**src/rtl/pll_seq_pkg.sv**
```systemverilog
// pll_seq_pkg: shared state encoding, code width and default rPLL divider codes for the PLL sequencer
package pll_seq_pkg;
  localparam int SEL_W = 6;
  localparam logic [SEL_W-1:0] DEFAULT_IDSEL = 6'h3E;
  localparam logic [SEL_W-1:0] DEFAULT_FBDSEL = 6'h3C;
  localparam logic [SEL_W-1:0] DEFAULT_ODSEL = 6'h3C;
  typedef enum logic [2:0] {RST_PLL, WAIT_LOCK, STABLE, INIT_WAIT, READY, ERROR} state_e;
  typedef struct packed {
    logic [SEL_W-1:0] idsel;
    logic [SEL_W-1:0] fbdsel;
    logic [SEL_W-1:0] odsel;
  } codes_t;
  function automatic int max2(input int a, input int b);
    return a > b ? a : b;
  endfunction
endpackage

```
**src/rtl/pll_reconfig_seq_if.sv**
```systemverilog
// pll_reconfig_seq_if: runtime PLL reconfiguration request/acknowledge channel
interface pll_reconfig_seq_if;
  import pll_seq_pkg::*;
  logic cfg_req;
  logic cfg_ack;
  logic [SEL_W-1:0] cfg_idsel;
  logic [SEL_W-1:0] cfg_fbdsel;
  logic [SEL_W-1:0] cfg_odsel;
  modport master(output cfg_req, cfg_idsel, cfg_fbdsel, cfg_odsel, input cfg_ack);
  modport slave(input cfg_req, cfg_idsel, cfg_fbdsel, cfg_odsel, output cfg_ack);
endinterface

```
**src/rtl/pll_reconfig_seq_sync_2ff.sv**
```systemverilog
// sync_2ff: two-flop synchronizer for a single asynchronous level
module sync_2ff (
  input  logic clk,
  input  logic rst,
  input  logic d_i,
  output logic q_o
);
  logic [1:0] s_q;
  always_ff @(posedge clk) s_q <= rst ? 2'b00 : {s_q[0], d_i};
  assign q_o = s_q[1];
endmodule

```
**src/rtl/pll_reconfig_seq.sv**
```systemverilog
// pll_reconfig_seq: rPLL reset/code sequencer with qualified lock, PSRAM power-up hold and retries.
// Define PLL_LOCK_RECOVERY_EN to rerun the sequence automatically when lock drops while READY.
module pll_reconfig_seq import pll_seq_pkg::*; #(
  parameter int RST_HOLD_CYCLES = 16,
  parameter int LOCK_TIMEOUT_CYCLES = 27000,
  parameter int LOCK_STABLE_CYCLES = 256,
  parameter int PSRAM_INIT_CYCLES = 4050,
  parameter int MAX_RETRIES = 3,
  parameter logic [SEL_W-1:0] DEF_IDSEL = DEFAULT_IDSEL,
  parameter logic [SEL_W-1:0] DEF_FBDSEL = DEFAULT_FBDSEL,
  parameter logic [SEL_W-1:0] DEF_ODSEL = DEFAULT_ODSEL
) (
  input  logic clk,
  input  logic rst,
  pll_reconfig_seq_if.slave cfg,
  input  logic pll_lock_i,
  output logic pll_reset_o,
  output logic [SEL_W-1:0] pll_idsel_o,
  output logic [SEL_W-1:0] pll_fbdsel_o,
  output logic [SEL_W-1:0] pll_odsel_o,
  output logic sys_rst_o,
  output logic busy_o,
  output logic ready_o,
  output logic err_o,
  output logic lock_lost_o
);
  localparam int MAX_CYC = max2(max2(RST_HOLD_CYCLES, LOCK_TIMEOUT_CYCLES), max2(LOCK_STABLE_CYCLES, PSRAM_INIT_CYCLES));
  localparam int CW = $clog2(MAX_CYC + 1);
  localparam int RW = $clog2(MAX_RETRIES + 1) > 2 ? $clog2(MAX_RETRIES + 1) : 2;
  localparam logic [CW-1:0] HOLD_LD = CW'(RST_HOLD_CYCLES - 1);
  localparam logic [CW-1:0] TMO_LD = CW'(LOCK_TIMEOUT_CYCLES - 1);
  localparam logic [CW-1:0] STB_LD = CW'(LOCK_STABLE_CYCLES - 1);
  localparam logic [CW-1:0] INIT_LD = CW'(PSRAM_INIT_CYCLES - 1);
  localparam codes_t DEF_CODES = {DEF_IDSEL, DEF_FBDSEL, DEF_ODSEL};
  state_e state_q, state_d;
  logic [CW-1:0] cnt_q, cnt_d;
  logic [RW-1:0] retry_q, retry_d;
  codes_t pend_q, pend_d, code_q, code_d;
  logic lost_q, lost_d, ack_q, ack_d, lock_s, fail;
  sync_2ff u_lock_sync (.clk(clk), .rst(rst), .d_i(pll_lock_i), .q_o(lock_s));
  always_comb begin
    state_d = state_q;
    cnt_d = (state_q inside {READY, ERROR}) ? cnt_q : cnt_q - CW'(1);
    retry_d = retry_q;
    pend_d = pend_q;
    code_d = (state_q == RST_PLL && cnt_q == HOLD_LD) ? pend_q : code_q;
    lost_d = lost_q;
    ack_d = 1'b0;
    fail = 1'b0;
    case (state_q)
      RST_PLL: if (cnt_q == '0) begin
        state_d = WAIT_LOCK;
        cnt_d = TMO_LD;
      end
      WAIT_LOCK: if (lock_s) begin
        state_d = STABLE;
        cnt_d = STB_LD;
      end else fail = cnt_q == '0;
      STABLE: if (!lock_s) fail = 1'b1;
      else if (cnt_q == '0) begin
        state_d = INIT_WAIT;
        cnt_d = INIT_LD;
      end
      INIT_WAIT: if (!lock_s) fail = 1'b1;
      else if (cnt_q == '0) state_d = READY;
      default: ;
    endcase
    if (fail) begin
      retry_d = retry_q + RW'(1);
      state_d = (retry_d == RW'(MAX_RETRIES)) ? ERROR : RST_PLL;
      cnt_d = HOLD_LD;
    end
    if (state_q == READY && !lock_s) begin
      lost_d = 1'b1;
`ifdef PLL_LOCK_RECOVERY_EN
      state_d = RST_PLL;
      cnt_d = HOLD_LD;
      retry_d = '0;
`endif
    end
    // an accepted request overrides any lock-drop handling in the same cycle
    if ((state_q == READY || state_q == ERROR) && cfg.cfg_req) begin
      pend_d = {cfg.cfg_idsel, cfg.cfg_fbdsel, cfg.cfg_odsel};
      ack_d = 1'b1;
      state_d = RST_PLL;
      cnt_d = HOLD_LD;
      retry_d = '0;
      lost_d = 1'b0;
    end
  end
  always_ff @(posedge clk) begin
    if (rst) begin
      state_q <= RST_PLL;
      cnt_q <= HOLD_LD;
      retry_q <= '0;
      pend_q <= DEF_CODES;
      code_q <= DEF_CODES;
      lost_q <= 1'b0;
      ack_q <= 1'b0;
    end else begin
      state_q <= state_d;
      cnt_q <= cnt_d;
      retry_q <= retry_d;
      pend_q <= pend_d;
      code_q <= code_d;
      lost_q <= lost_d;
      ack_q <= ack_d;
    end
  end
  assign pll_reset_o = state_q == RST_PLL || state_q == ERROR;
  assign sys_rst_o = state_q != READY;
  assign busy_o = !(state_q == READY || state_q == ERROR);
  assign ready_o = state_q == READY;
  assign err_o = state_q == ERROR;
  assign lock_lost_o = lost_q;
  assign cfg.cfg_ack = ack_q;
  assign {pll_idsel_o, pll_fbdsel_o, pll_odsel_o} = code_q;
endmodule
```
**src/flat_wrapper.sv**
```systemverilog
// flat-port wrapper written by rule: the top's interface ports become plain ports
module pll_reconfig_seq_flat import pll_seq_pkg::*;
#(
  parameter int RST_HOLD_CYCLES = 16,
  parameter int LOCK_TIMEOUT_CYCLES = 27000,
  parameter int LOCK_STABLE_CYCLES = 256,
  parameter int PSRAM_INIT_CYCLES = 4050,
  parameter int MAX_RETRIES = 3,
  parameter logic [SEL_W-1:0] DEF_IDSEL = DEFAULT_IDSEL,
  parameter logic [SEL_W-1:0] DEF_FBDSEL = DEFAULT_FBDSEL,
  parameter logic [SEL_W-1:0] DEF_ODSEL = DEFAULT_ODSEL
)
  (clk, rst, pll_lock_i, pll_reset_o, pll_idsel_o, pll_fbdsel_o, pll_odsel_o, sys_rst_o, busy_o, ready_o, err_o, lock_lost_o, cfg_cfg_req, cfg_cfg_idsel, cfg_cfg_fbdsel, cfg_cfg_odsel, cfg_cfg_ack);
  pll_reconfig_seq_if cfg_i ();
  input  logic clk;
  input  logic rst;
  input  logic pll_lock_i;
  output logic pll_reset_o;
  output logic [SEL_W-1:0] pll_idsel_o;
  output logic [SEL_W-1:0] pll_fbdsel_o;
  output logic [SEL_W-1:0] pll_odsel_o;
  output logic sys_rst_o;
  output logic busy_o;
  output logic ready_o;
  output logic err_o;
  output logic lock_lost_o;
  input wire logic [$bits(cfg_i.cfg_req)-1:0] cfg_cfg_req;
  input wire logic [$bits(cfg_i.cfg_idsel)-1:0] cfg_cfg_idsel;
  input wire logic [$bits(cfg_i.cfg_fbdsel)-1:0] cfg_cfg_fbdsel;
  input wire logic [$bits(cfg_i.cfg_odsel)-1:0] cfg_cfg_odsel;
  output wire logic [$bits(cfg_i.cfg_ack)-1:0] cfg_cfg_ack;
  assign cfg_i.cfg_req = cfg_cfg_req;
  assign cfg_i.cfg_idsel = cfg_cfg_idsel;
  assign cfg_i.cfg_fbdsel = cfg_cfg_fbdsel;
  assign cfg_i.cfg_odsel = cfg_cfg_odsel;
  assign cfg_cfg_ack = cfg_i.cfg_ack;
  pll_reconfig_seq #(.RST_HOLD_CYCLES(RST_HOLD_CYCLES), .LOCK_TIMEOUT_CYCLES(LOCK_TIMEOUT_CYCLES), .LOCK_STABLE_CYCLES(LOCK_STABLE_CYCLES), .PSRAM_INIT_CYCLES(PSRAM_INIT_CYCLES), .MAX_RETRIES(MAX_RETRIES), .DEF_IDSEL(DEF_IDSEL), .DEF_FBDSEL(DEF_FBDSEL), .DEF_ODSEL(DEF_ODSEL)) u_core (.clk(clk), .rst(rst), .cfg(cfg_i), .pll_lock_i(pll_lock_i), .pll_reset_o(pll_reset_o), .pll_idsel_o(pll_idsel_o), .pll_fbdsel_o(pll_fbdsel_o), .pll_odsel_o(pll_odsel_o), .sys_rst_o(sys_rst_o), .busy_o(busy_o), .ready_o(ready_o), .err_o(err_o), .lock_lost_o(lock_lost_o));
endmodule
```
**config.mk**
```make
export PLATFORM = sky130hd
export DESIGN_NAME = pll_reconfig_seq_flat
export DESIGN_NICKNAME = d
export VERILOG_FILES = /design/src/rtl/pll_seq_pkg.sv /design/src/rtl/pll_reconfig_seq_if.sv /design/src/rtl/pll_reconfig_seq_sync_2ff.sv /design/src/rtl/pll_reconfig_seq.sv /design/src/flat_wrapper.sv
export SDC_FILE = /design/constraint.sdc
export NUM_CORES = 1
export LEC_CHECK = 0
export BUFFER_PORTS_ARGS = -buffer_cell sky130_fd_sc_hd__buf_4
export CORE_UTILIZATION = 54
export CTS_CLUSTER_SIZE = 16
export DETAILED_ROUTE_END_ITERATION = 8
export PLACE_DENSITY = 0.87
export SLEW_MARGIN = 10
export SYNTH_ARGS = -nofsm -noshare
export SYNTH_HDL_FRONTEND = slang
export SYNTH_SLANG_ARGS = --single-unit
```
**constraint.sdc**
```tcl
create_clock -name clk -period 2.4 [get_ports clk]
set_input_delay 0.24 -clock clk [delete_from_list [all_inputs] [get_ports clk]]
set_output_delay 0.24 -clock clk [all_outputs]
set_load 0.005 [all_outputs]
```
======== Word level (Yosys, flattened, before mapping) ========
Cells that the tools add are included.
operators by class
  $add $sub $neg .......................... 2
  equality and inequality tests ........... 14
  multiplexer cells ....................... 19
  reductions and logical operators ........ 15
operators with widths
  operator                                                                 count
  15-bit 2-to-1 mux                                                        5
  15-bit one-hot mux with 3 select lines                                   1
  3-bit 2-to-1 mux                                                         8
  15-bit by 4-bit equality test with 1-bit output (second input constant)  1
  15-bit zero test                                                         1
  15-bit by 1-bit subtractor with 15-bit output (second input constant)    1
  3-bit one-hot mux with 4 select lines                                    1
  3-bit by 1-bit != test with 1-bit output (second input constant)         3
  3-bit by 2-bit != test with 1-bit output (second input constant)         3
  7-bit AND reduction                                                      1
  3-bit by 2-bit equality test with 1-bit output (second input constant)   2
  3-bit equality test (second input constant)                              2
  5-bit nonzero test                                                       1
  2-bit OR reduction                                                       2
  3-bit by 1-bit equality test with 1-bit output (second input constant)   1
  1-bit logical AND                                                        3
  3-bit zero test                                                          1
  1-bit 2-to-1 mux                                                         3
  3-bit != test (second input constant)                                    1
  3-bit OR reduction                                                       1
  2-bit by 1-bit adder with 2-bit output (second input constant)           1
  2-bit equality test (second input constant)                              1
  1-bit zero test                                                          2
  1-bit logical OR                                                         2
  other kinds (2)                                                          2
word-level totals
  register bits after elaboration ......... 60
  input port bits ......................... 22
  output and inout bits ................... 25
  logic and storage cells ................. 62

======== Logic depth before layout (Yosys ltp) ========
Gate-level depths: netlist (run 1).
  word-level depth ........................ 6
  gate-level depth with buffers ........... 8
  gate-level depth less buffers ........... 7

======== Modules after synthesis ========
Synthesis (run 1) repeated with hierarchy kept, for this count alone.
second synthesis, totals
  cell total of the unflattened synthesis .. 270
  area total of the unflattened synthesis .. 2583.7 um^2
by module, submodules not included
  module            times used  cells each  area each (um^2)  sequential area each (um^2)
  pll_reconfig_seq  1           266         2531.2            1161.1
  sync_2ff          1           4           52.6              40.0

======== Worst setup path before layout (run 1) ========
No wires, ideal clock.
  path kind ............................... flip-flop to flip-flop
  from .................................... register u_core.cnt_q[0]
  to ...................................... register u_core.cnt_q[14]
  setup time .............................. 0.115 ns
  data arrival time ....................... 1.739 ns
  required time ........................... 2.285 ns
  path slack .............................. 0.546 ns
  cell stages (with the launch flop) ...... 8
  path buffers ............................ 0
  period minus slack after synthesis ...... 1.854 ns
  cells stage by stage .................... dfxtp_1 > inv_1 > ha_1 > nor4b_1 > nand4_1 > or3_1 > nand3b_1 > nor2_1
between the ends
  cells in the longest elaborated chain, start to end .. 5
  elaborated cells on any way between the ends .. 11
  classes of those cells .................. add/sub: 1; mux: 8; reduce/logical: 2
ends and longest elaborated chain
  element                                        line                     RTL
  start, declared                                pll_reconfig_seq.sv:36   logic [CW-1:0] cnt_q, cnt_d;
  start signal, assigned                         pll_reconfig_seq.sv:102  cnt_q <= cnt_d;
  15-bit by 1-bit subtractor with 15-bit output  pll_reconfig_seq.sv:43   cnt_d = (state_q inside {READY, ERROR}) ? cnt_q : cnt_q - CW'(1);
  15-bit 2-to-1 mux                              pll_reconfig_seq.sv:43
  15-bit 2-to-1 mux                              pll_reconfig_seq.sv:60   else if (cnt_q == '0) begin
  15-bit 2-to-1 mux                              pll_reconfig_seq.sv:59   STABLE: if (!lock_s) fail = 1'b1;
  15-bit one-hot mux with 3 select lines         pll_reconfig_seq.sv:50   case (state_q)
Parallel ways exist; a longest one is shown, timed or not.
A chain may end at the register's enable or synchronous reset.

======== Worst setup path after layout (run 1) ========
  from .................................... register u_core.cnt_q[0]
  to ...................................... register u_core.cnt_q[1]
Same word-level chain as after synthesis.

==> summary.txt, run 1 <==
Outcome
  • Status: finished, final reports clean

STA
  • Tcrit/Tclk final: 0.871
  • # setup viols final: 0
  • Measured slew at the worst slew-check pin: 0.717 ns
  • Setup TNS: 0 ns
  • RSZ-0062 raised after global routing: false
  • Rel. slew slack: 0.522
  • Post-layout min period: 2.09 ns
  • F_max: 478 MHz
  • Final Hold Fails: 0
  • Clock Skew: 0.00914 ns
  • Slew Limit Fails: 0

Global route
  • Number of global-route vias before repair: 2144
  • Total Routing Usage GR: 0.250
  • Met1 GRT Util: 0.286
  • Gr busiest metal: met2
  • Pin count of the biggest net entering global routing: 25
  • First-pass GRT wire length: 9550 µm
  • Grt ovf: 0
  • Met2 GRT Util: 0.412
  • Met3 usage: 0.0678
  • Initial antenna violation count: 0

Setup path
  • WP data required: 2.63 ns
  • Kind of critical path: reg -> reg
  • Worst Path Arrival: 2.32 ns
  • Crit path launch type: flop
  • CP endpoint kind: flop
  • Critical Path Fanout Max: 8

Pwr
  • Pwr Density: 739 nW/µm²
  • Pleak: 1.27 nW
  • Worst VDD drop: 0.542 mV

Routing
  • Vias per std cell: 5.73
  • Via count: 2171
  • Residual DRC: 0
  • Routed Antenna Nets: 0
  • Routed length per placed instance: 15.3 µm
  • Iter 0 DRT Violations: 196
  • Final WL: 5800 µm
  • Router iterations before antenna repair: 4

Placed design
  • Post-DP HPWL: 3840 µm
  • Gpl congestion: 0.879
  • IO buf count: 46
  • Placed Instance Area: 2860 µm²

Logic synthesis
  • Count of cell types in the netlist: 45
  • Post-synth EDFFs: 0
  • Ranking of synthesized cells by area: dfxtp_1, nand2_1, o22a_1
  • Top_reg_cell synth: dfxtp_1
  • Syn_area_per_cell: 8.96 µm²
  • Synthesized Nets: 303
  • Ys async rst share: 0
  • Post-synthesis sequential area ratio: 0.482
  • Yosys Warn Count: 0
  • Post-synthesis cell area: 2490 µm²
  • Synth top area share: 0.482
  • #FFs+latches synth: 60
  • Area leader, netlist: dfxtp_1
  • Mapped Cells: 278

CTS
  • Max clock buf depth: 2
  • Worst-Skew Late Latency: 0.34 ns
  • CTS tree: built
  • Htree depth: 3
  • Post-CTS setup buffer count: 0
  • Root Buffer: clkbuf_8
  • Worst-path clk slew: 0.07 ns
  • Num Clock Sinks: 60
  • CTS Buf Count: 9

Floorplan
  • Core area: 4380 µm²
  • Die Width: 69.9 µm
  • Ports: 47
  • Die Y: 69.9 µm
  • Site Rows: 24
  • Die area: 4890 µm²
  • Initial Utilization: 0.568

Cells and area
  • Most common library cell in the layout ignoring fill and taps: dfxtp_1
  • Layout cell share with drive strength beyond 1: 0.220
  • Area Overhead vs Synth: 24.1%
  • Antenna cells: 0
  • Post-layout net count: 348
  • Fillcell total: 362
  • Finished Core Util: 0.705
  • Commonest cells after routing, fill and taps aside: dfxtp_1, buf_4, nand2_1
  • Final Cell Area: 3090 µm²

Run
  • Max_cap viols: 0

Worst hold path
  • Hold Path Class: in -> reg
## cells by family (layout without fill, tap and decap cells)
family | Yosys count | after routing | synth area share
buffers and inverters | 24 | 73 | 0.0387
AOI/OAI and AO/OA | 54 | 54 | 0.150
xor gates and xnor gates | 13 | 13 | 0.0457
adders and majority gates | 3 | 3 | 0.0151
and+or+nand+nor | 124 | 124 | 0.269
DFF | 60 | 60 | 0.482
## critical path: stages (launching register included)
cell and delay (ns):
dfxtp_1 0.34, inv_1 0.11, ha_1 0.24, nor4b_2 0.27, nand4_1 0.30, or3_1 0.52
o21ai_0 0.12, nand2b_1 0.07
## final cells by class
cell class	count	area (µm²)	share of cell area
multi-input combinational	194	1200	0.388
tap	52	65.1	0.0210
timing repair buffer	49	368	0.119
inverter	9	33.8	0.0109
sequential	60	1200	0.389
clock inverter	4	72.6	0.0235
clock buffer	11	151	0.0490
## power breakdown
| group | total (mW) | switching (mW) | leakage (nW) | internal, mW |
|---|---|---|---|---|
| logic | 0.208 | 0.108 | 0.669 | 0.100 |
| clock network | 1.02 | 0.391 | 0.111 | 0.633 |
| registers | 1.05 | 0.0238 | 0.488 | 1.03 |
| total | 2.28 | 0.523 | 1.27 | 1.76 |
## synthesized netlist by cell type, types with 3 or more instances
| cell type | n |
|---|---|
| a21oi_1 | 17 |
| inv_1 | 8 |
| nor2_1 | 12 |
| xnor2_1 | 9 |
| nand3b_1 | 14 |
| ha_1 | 3 |
| xor2_1 | 4 |
| nand4_1 | 6 |
| or3_1 | 4 |
| nand2b_1 | 6 |
| a22o_1 | 5 |
| nor3_1 | 8 |
| dfxtp_1 | 60 |
| clkbuf_1 | 10 |
| nand3_1 | 3 |
| nor4_1 | 4 |
| buf_2 | 5 |
| nor2b_1 | 7 |
| nand2_1 | 46 |
| o21ai_0 | 6 |
| o22a_1 | 13 |
## worst paths after layout
path                                        startpoint                                   end  slack (ns)  cells past startpoint
setup / recovery            u_core.cnt_q[0]$_SDFF_PP1_            u_core.cnt_q[1]$_SDFF_PP1_        0.31                      7
hold / removal                       cfg_cfg_fbdsel[2]         u_core.pend_q[8]$_SDFFE_PP1P_        0.09                      2
setup reg to reg            u_core.cnt_q[0]$_SDFF_PP1_            u_core.cnt_q[1]$_SDFF_PP1_        0.31                      7
hold reg to reg   u_core.u_lock_sync.s_q[0]$_SDFF_PP0_  u_core.u_lock_sync.s_q[1]$_SDFF_PP0_        0.45                      1
## layer usage
metal	vias up	routed length, µm
li1	1064	-
met1	1028	2410
met2	61	2960
met3	18	295
met4	0	138
met5	-	0
## registers in the layout, indices dropped and copies added, names as in the netlist
signal and cells:
u_core.lock_lost_o 1, u_core.pll_fbdsel_o 6, u_core.pend_q 18, u_core.cnt_q 15, u_core.cfg.cfg_ack 1, u_core.pll_odsel_o 6, u_core.retry_q 2, u_core.pll_idsel_o 6
u_core.u_lock_sync.s_q 2, u_core.state_q 3
## stage by stage
step	worst slack, ns	hold slack (ns)	power [mW]	cells
final	0.310	0.0930	2.28	379
after global routing	0.138	0.0922	2.35	379
after floorplan	0.546	0.312	1.18	278
after CTS	0.222	0.0924	2.29	379
after detailed placement	0.278	0.445	1.28	364
after global placement	0.402	0.420	1.27	364
## what timing repair did
action	in CTS	in global routing
endpoints found under the setup margin	0	4
resized for setup	0	1
hold buffers	0	0
Note: power is estimated with default switching activity, not from simulation.
==> run 2: changes to the inputs <==
- CORE_MARGIN: not set -> 1.5
==> run 2 against run 1 <==
  * Global-route usage decreased by 1.5 points
  * Utilization is 0.11 points lower
  * Critical path depth increased by 1
  * Sequential power about the same
  * Critical path type unchanged
  * Final cell count increased by 0.53%
  * Clock power hardly changed
  * Sequential cell count stayed put
  * Combinational power shrank 2%
  * Die area grew 2.9%
  * Sequential share of layout area up 0.063 points
  * Maximum frequency shrank 1.0%
  * First-iteration DRC count down 30%
==> summary.txt, run 2 (same netlist as run 1, synthesis figures left out) <==
CTS
  • Worst-Skew Late Latency: 0.33 ns (was 0.34 ns)
  • Root Buffer: clkbuf_8 (unchanged)
  • CTS Buf Count: 9 (unchanged)
  • CTS tree: built (unchanged)
  • Worst-path clk slew: 0.07 ns (about the same)
  • Num Clock Sinks: 60 (unchanged)
  • Max clock buf depth: 2 (unchanged)
  • Htree depth: 3 (unchanged)
  • Hold_buf cts: 0 (unchanged)

Run
  • Max_cap viols: 0 (unchanged)

Floorplan
  • Ports: 47 (unchanged)
  • Core area: 4380 µm² (unchanged)
  • Die area: 5030 µm² (was 4890 µm²)
  • Initial Utilization: 0.568 (unchanged)
  • Site Rows: 24 (unchanged)
  • Die Width: 70.9 µm (was 69.9 µm)
  • Die Y: 70.9 µm (was 69.9 µm)

Routing
  • Via count: 2130 (was 2171)
  • Router iterations before antenna repair: 4 (unchanged)
  • Iter 0 DRT Violations: 138 (was 196)
  • Routed length per placed instance: 14.4 µm (was 15.3 µm)
  • Vias per std cell: 5.59 (was 5.73)
  • Routed Antenna Nets: 0 (unchanged)
  • Residual DRC: 0 (unchanged)
  • Final WL: 5480 µm (was 5800 µm)

Outcome
  • Status: finished, final reports clean (unchanged)

Worst hold path
  • Hold Path Class: in -> reg (unchanged)
  • Hold Startpoint: cfg_cfg_odsel[4] (was cfg_cfg_fbdsel[2])

Cells and area
  • Most common library cell in the layout ignoring fill and taps: dfxtp_1 (unchanged)
  • Post-layout net count: 349 (was 348)
  • Layout cell share with drive strength beyond 1: 0.216 (was 0.220)
  • Final std cells w/o fill: 381 (was 379)
  • Max reg flops: 18 (unchanged)
  • Antenna cells: 0 (unchanged)
  • Largest Register: u_core.pend_q (unchanged)
  • Final Cell Area: 3090 µm² (about the same)
  • Area Overhead vs Synth: 23.9% (was 24.1%)
  • Commonest cells after routing, fill and taps aside: dfxtp_1, buf_4, nand2_1 (unchanged)
  • Biggest regs: u_core.pend_q x18, u_core.cnt_q x15 (unchanged)

Placed design
  • Post-DP HPWL: 4010 µm (was 3840 µm)
  • IO buf count: 46 (unchanged)
  • Placed Instance Area: 2860 µm² (unchanged)
  • Placed Cells incl. Taps: 364 (unchanged)
  • Gpl congestion: 0.896 (was 0.879)

STA
  • Setup TNS: 0 ns (unchanged)
  • Slew Limit Fails: 0 (unchanged)
  • Clock Skew: 0.00742 ns (was 0.00914 ns)
  • # setup viols final: 0 (unchanged)
  • Final Hold Fails: 0 (unchanged)
  • Measured slew at the worst slew-check pin: 0.733 ns (was 0.717 ns)
  • Rel. slew slack: 0.511 (was 0.522)
  • F_max: 473 MHz (was 478 MHz)
  • RSZ-0062 raised after global routing: false (unchanged)
  • Tcrit/Tclk final: 0.880 (was 0.871)
  • Post-layout min period: 2.11 ns (was 2.09 ns)

Setup path
  • WP data required: 2.62 ns (was 2.63 ns)
  • CP endpoint kind: flop (unchanged)
  • Reg2reg start: u_core.cnt_q[0]$_SDFF_PP1_ (unchanged)
  • Critical Path Slowest Stage Cell: or3_1 (unchanged)
  • Crit path launch type: flop (unchanged)
  • CP delay by family, top: simple AND/OR/NAND/NOR gates (unchanged)
  • Worst path max stage delay: 0.41 ns (was 0.52 ns)
  • Worst Path Arrival: 2.33 ns (was 2.32 ns)
  • Kind of critical path: reg -> reg (unchanged)
  • CP startpoint: u_core.cnt_q[0]$_SDFF_PP1_ (unchanged)
  • Critical Path Fanout Max: 8 (unchanged)
  • Critical Path, Cell by Cell: inv_1 > ha_1 > nor4b_1 > nand4_1 > buf_4 > or3_1 > o21ai_0 > nand2b_1 (was inv_1 > ha_1 > nor4b_2 > nand4_1 > or3_1 > o21ai_0 > nand2b_1)
  • Buffer and inverter count on the worst path: 2 (was 1)

Global route
  • Grt ovf: 0 (unchanged)
  • Pin count of the biggest net entering global routing: 25 (unchanged)
  • Initial antenna violation count: 0 (unchanged)
  • Number of global-route vias before repair: 2028 (was 2144)
  • Total Routing Usage GR: 0.234 (was 0.250)
  • First-pass GRT wire length: 9050 µm (was 9550 µm)

Pwr
  • Worst VDD drop: 0.559 mV (was 0.542 mV)
  • Pleak: 1.27 nW (about the same)
  • Pwr Density: 729 nW/µm² (was 739 nW/µm²)
[run 2: changes by cell type in the layout (fill, tap and decap cells not counted), sizes merged]
cell    change
buf         +1
clkbuf      +1
[run 2: cell type report]
class | instances | area [µm²]
clock inverter | 4 | 72.6
timing repair buffer | 50 | 375
tap | 52 | 65.1
fill | 345 | 1300
sequential | 60 | 1200
inverter | 9 | 33.8
multi-input combinational | 194 | 1190
clock buffer | 12 | 145
[run 2: metrics by stage]
step                 util  hold slack, ns  power (mW)  setup WS (ns)
floorplan               -           0.312        1.18          0.546
global placement    0.653           0.418        1.27          0.391
detailed placement  0.653           0.427        1.28          0.289
CTS                 0.702          0.0906        2.27          0.258
global route        0.704          0.0903        2.34         0.0592
finish              0.704           0.103        2.25          0.288
[run 2: worst register-to-register path, delay by kind of cell (launching register included)]
kind	cells	cell delay [ns]
AOI/OAI and AO/OA	1	0.14
buffers and inverters	2	0.31
adders and majority gates	1	0.24
and+or+nand+nor	4	0.96
DFF	1	0.34
[run 2: path summary, 6_finish.rpt]
path	to	slack [ns]	cells past startpoint
worst max-delay path	u_core.cnt_q[1]$_SDFF_PP1_	0.29	8
worst min-delay path	u_core.pend_q[4]$_SDFFE_PP1P_	0.10	2
worst max register to register	u_core.cnt_q[1]$_SDFF_PP1_	0.29	8
worst min register to register	u_core.u_lock_sync.s_q[1]$_SDFF_PP0_	0.44	1
[run 2: repair_timing]
item / in CTS / in global routing
buffers inserted: 0 / 1
hold endpoints to repair: 0 / 0
setup endpoints to repair: 0 / 4
gates resized for setup: 0 / 0
[run 2: per-layer routing]
layer  vias to the layer above  wire length [µm]  GRT usage
li1                       1062                 -          -
met1                       998              2330      0.268
met2                        57              2780      0.397
met3                        13               247     0.0670
met4                         0               130      0.122
met5                         -                 0          0
[run 2: report_power, final]
| part | switching, mW | total (mW) | internal [mW] | leakage [nW] |
|---|---|---|---|---|
| clock | 0.382 | 0.994 | 0.612 | 0.107 |
| sequential | 0.0228 | 1.05 | 1.03 | 0.488 |
| combinational | 0.104 | 0.204 | 0.100 | 0.673 |
==> run 3: changes to the inputs <==
- CTS_CLUSTER_SIZE: 16 -> 28
- RECOVER_POWER: not set -> 25
==> run 3 against run 2 <==
  * Worst hold slack is essentially flat
  * Utilization shrank 0.17 points
  * Global-route usage is the same
  * Clock power is essentially flat
  * Non-clock buffer count is the same
  * Clock skew grew 0.00084 ns
  * Combinational power shrank 2%
  * Critical path type unchanged
  * Critical endpoint unchanged
  * Largest cell class unchanged
  * Highest routed layer unchanged
==> summary.txt, run 3 (same netlist as run 1, synthesis figures left out) <==
Cells and area
  • Finished Core Util: 0.702 (was 0.704)
  • Most common library cell in the layout ignoring fill and taps: dfxtp_1 (unchanged)
  • Largest Register: u_core.pend_q (unchanged)
  • Area Overhead vs Synth: 23.6% (was 23.9%)
  • Antenna cells: 0 (unchanged)
  • Final Cell Area: 3080 µm² (was 3090 µm²)
  • Commonest cells after routing, fill and taps aside: dfxtp_1, nand2_1, buf_4 (was dfxtp_1, buf_4, nand2_1)
  • Max reg flops: 18 (unchanged)
  • Biggest regs: u_core.pend_q x18, u_core.cnt_q x15 (unchanged)
  • Post-layout net count: 349 (unchanged)
  • Final std cells w/o fill: 381 (unchanged)
  • Layout cell share with drive strength beyond 1: 0.210 (was 0.216)

Pwr
  • Pleak: 1.26 nW (was 1.27 nW)
  • Combinational share of power: 0.089 (was 0.091)
  • Pwr Density: 729 nW/µm² (about the same)
  • Reg power frac: 0.468 (was 0.467)
  • Clk pwr share: 0.443 (was 0.442)
  • Total power: 2.25 mW (about the same)
  • Internal: 1.74 mW (about the same)
  • Switching Share: 0.227 (was 0.226)
  • Worst VDD drop: 0.557 mV (was 0.559 mV)
  • Switch Pwr: 0.509 mW (about the same)

Placed design
  • Placed Instance Area: 2860 µm² (unchanged)
  • IO buf count: 46 (unchanged)
  • Gpl congestion: 0.896 (unchanged)
  • Placed Cells incl. Taps: 364 (unchanged)
  • Pre-CTS setup slack: 0.289 ns (unchanged)
  • Post-DP HPWL: 4010 µm (unchanged)

STA
  • Setup TNS: 0 ns (unchanged)
  • # setup viols final: 0 (unchanged)
  • Fin Hold WS: 0.103 ns (about the same)
  • F_max: 473 MHz (about the same)
  • Tcrit/Tclk final: 0.881 (was 0.880)
  • Final Hold Fails: 0 (unchanged)
  • RSZ-0062 raised after global routing: false (unchanged)
  • Rel. slew slack: 0.437 (was 0.511)
  • Post-layout min period: 2.11 ns (about the same)
  • Clock Skew: 0.00826 ns (was 0.00742 ns)
  • Slew Limit Fails: 0 (unchanged)
  • Measured slew at the worst slew-check pin: 0.844 ns (was 0.733 ns)
  • Min setup slack post-route: 0.286 ns (was 0.288 ns)

CTS
  • Worst-path clk slew: 0.07 ns (about the same)
  • Post-cts sizing count: 0 (unchanged)
  • Root Buffer: clkbuf_8 (unchanged)
  • Max clock buf depth: 2 (unchanged)
  • Worst-Skew Late Latency: 0.34 ns (was 0.33 ns)
  • CTS Buf Count: 9 (unchanged)
  • Num Clock Sinks: 60 (unchanged)
  • Htree depth: 3 (unchanged)
  • CTS tree: built (unchanged)

Routing
  • Routed length per placed instance: 14.4 µm (about the same)
  • Via count: 2139 (was 2130)
  • Iter 0 DRT Violations: 140 (was 138)
  • Routed Antenna Nets: 0 (unchanged)
  • Final WL: 5480 µm (about the same)
  • Residual DRC: 0 (unchanged)
  • Router iterations before antenna repair: 4 (unchanged)
  • Vias per std cell: 5.61 (was 5.59)

Global route
  • Grt ovf: 0 (unchanged)
  • Initial antenna violation count: 0 (unchanged)
  • Total Routing Usage GR: 0.234 (unchanged)
  • Pin count of the biggest net entering global routing: 25 (unchanged)
  • Number of global-route vias before repair: 2028 (unchanged)
  • First-pass GRT wire length: 9050 µm (unchanged)

Outcome
  • Status: finished, final reports clean (unchanged)

Setup path
  • Worst path max stage delay: 0.41 ns (about the same)
  • Worst Path Arrival: 2.33 ns (about the same)
  • CP delay by family, top: simple AND/OR/NAND/NOR gates (unchanged)
  • Kind of critical path: reg -> reg (unchanged)
  • Buffer and inverter count on the worst path: 2 (unchanged)
  • Critical Path Slowest Stage Cell: or3_1 (unchanged)
  • WP data required: 2.62 ns (about the same)
  • Crit path launch type: flop (unchanged)
  • CP endpoint kind: flop (unchanged)
  • Critical Path Fanout Max: 8 (unchanged)
  • Critical Path, Cell by Cell: inv_1 > ha_1 > nor4b_1 > nand4_1 > buf_4 > or3_1 > o21ai_0 > nand2b_1 (unchanged)

Floorplan
  • Site Rows: 24 (unchanged)
  • Die Width: 70.9 µm (unchanged)
  • Die Y: 70.9 µm (unchanged)
  • Initial Utilization: 0.568 (unchanged)
  • Die area: 5030 µm² (unchanged)
  • Core area: 4380 µm² (unchanged)
  • Ports: 47 (unchanged)

Worst hold path
  • Hold Path Class: in -> reg (unchanged)

Run
  • Max_cap viols: 0 (unchanged)
==> run 3: cell types whose count changed in the layout (fill, tap and decap cells not counted), sizes merged <==
cell    before  now
clkbuf      12   32
buf         50   30
==> run 3: path summary, 6_finish.rpt <==
| kind | slack (ns) | cells after the start | endpoint | start |
|---|---|---|---|---|
| setup / recovery | 0.29 | 8 | u_core.cnt_q[1]$_SDFF_PP1_ | u_core.cnt_q[0]$_SDFF_PP1_ |
| hold / removal | 0.10 | 2 | u_core.pend_q[8]$_SDFFE_PP1P_ | cfg_cfg_fbdsel[2] |
| setup reg to reg | 0.29 | 8 | u_core.cnt_q[1]$_SDFF_PP1_ | u_core.cnt_q[0]$_SDFF_PP1_ |
| hold reg to reg | 0.44 | 1 | u_core.u_lock_sync.s_q[1]$_SDFF_PP0_ | u_core.u_lock_sync.s_q[0]$_SDFF_PP0_ |
==> run 3: final cells by class <==
type                       instances  area (µm²)
clock buffer                      12         145
clock inverter                     4        72.6
fill                             347        1310
inverter                           9        33.8
multi-input combinational        194        1190
sequential                        60        1200
tap                               52        65.1
timing repair buffer              50         368
==> run 3: routing by layer <==
metal	GRT usage	routed length (µm)
met1	0.268	2320
met5	0	0
met3	0.0670	265
met2	0.397	2760
met4	0.122	134
==> run 3: what timing repair did <==
item	in CTS	in global routing
hold buffers	0	0
setup endpoints to repair	0	4
setup buffers	0	1
==> run 3: power by group through the flow <==
stage	combinational (mW)	sequential [mW]	clock, mW
2_1_floorplan	0.112	1.07	0
3_3_place_gp	0.198	1.07	0
3_5_place_dp	0.206	1.07	0
4_1_cts	0.207	1.05	1.01
5_1_grt	0.227	1.05	1.05
6_report	0.200	1.05	0.995
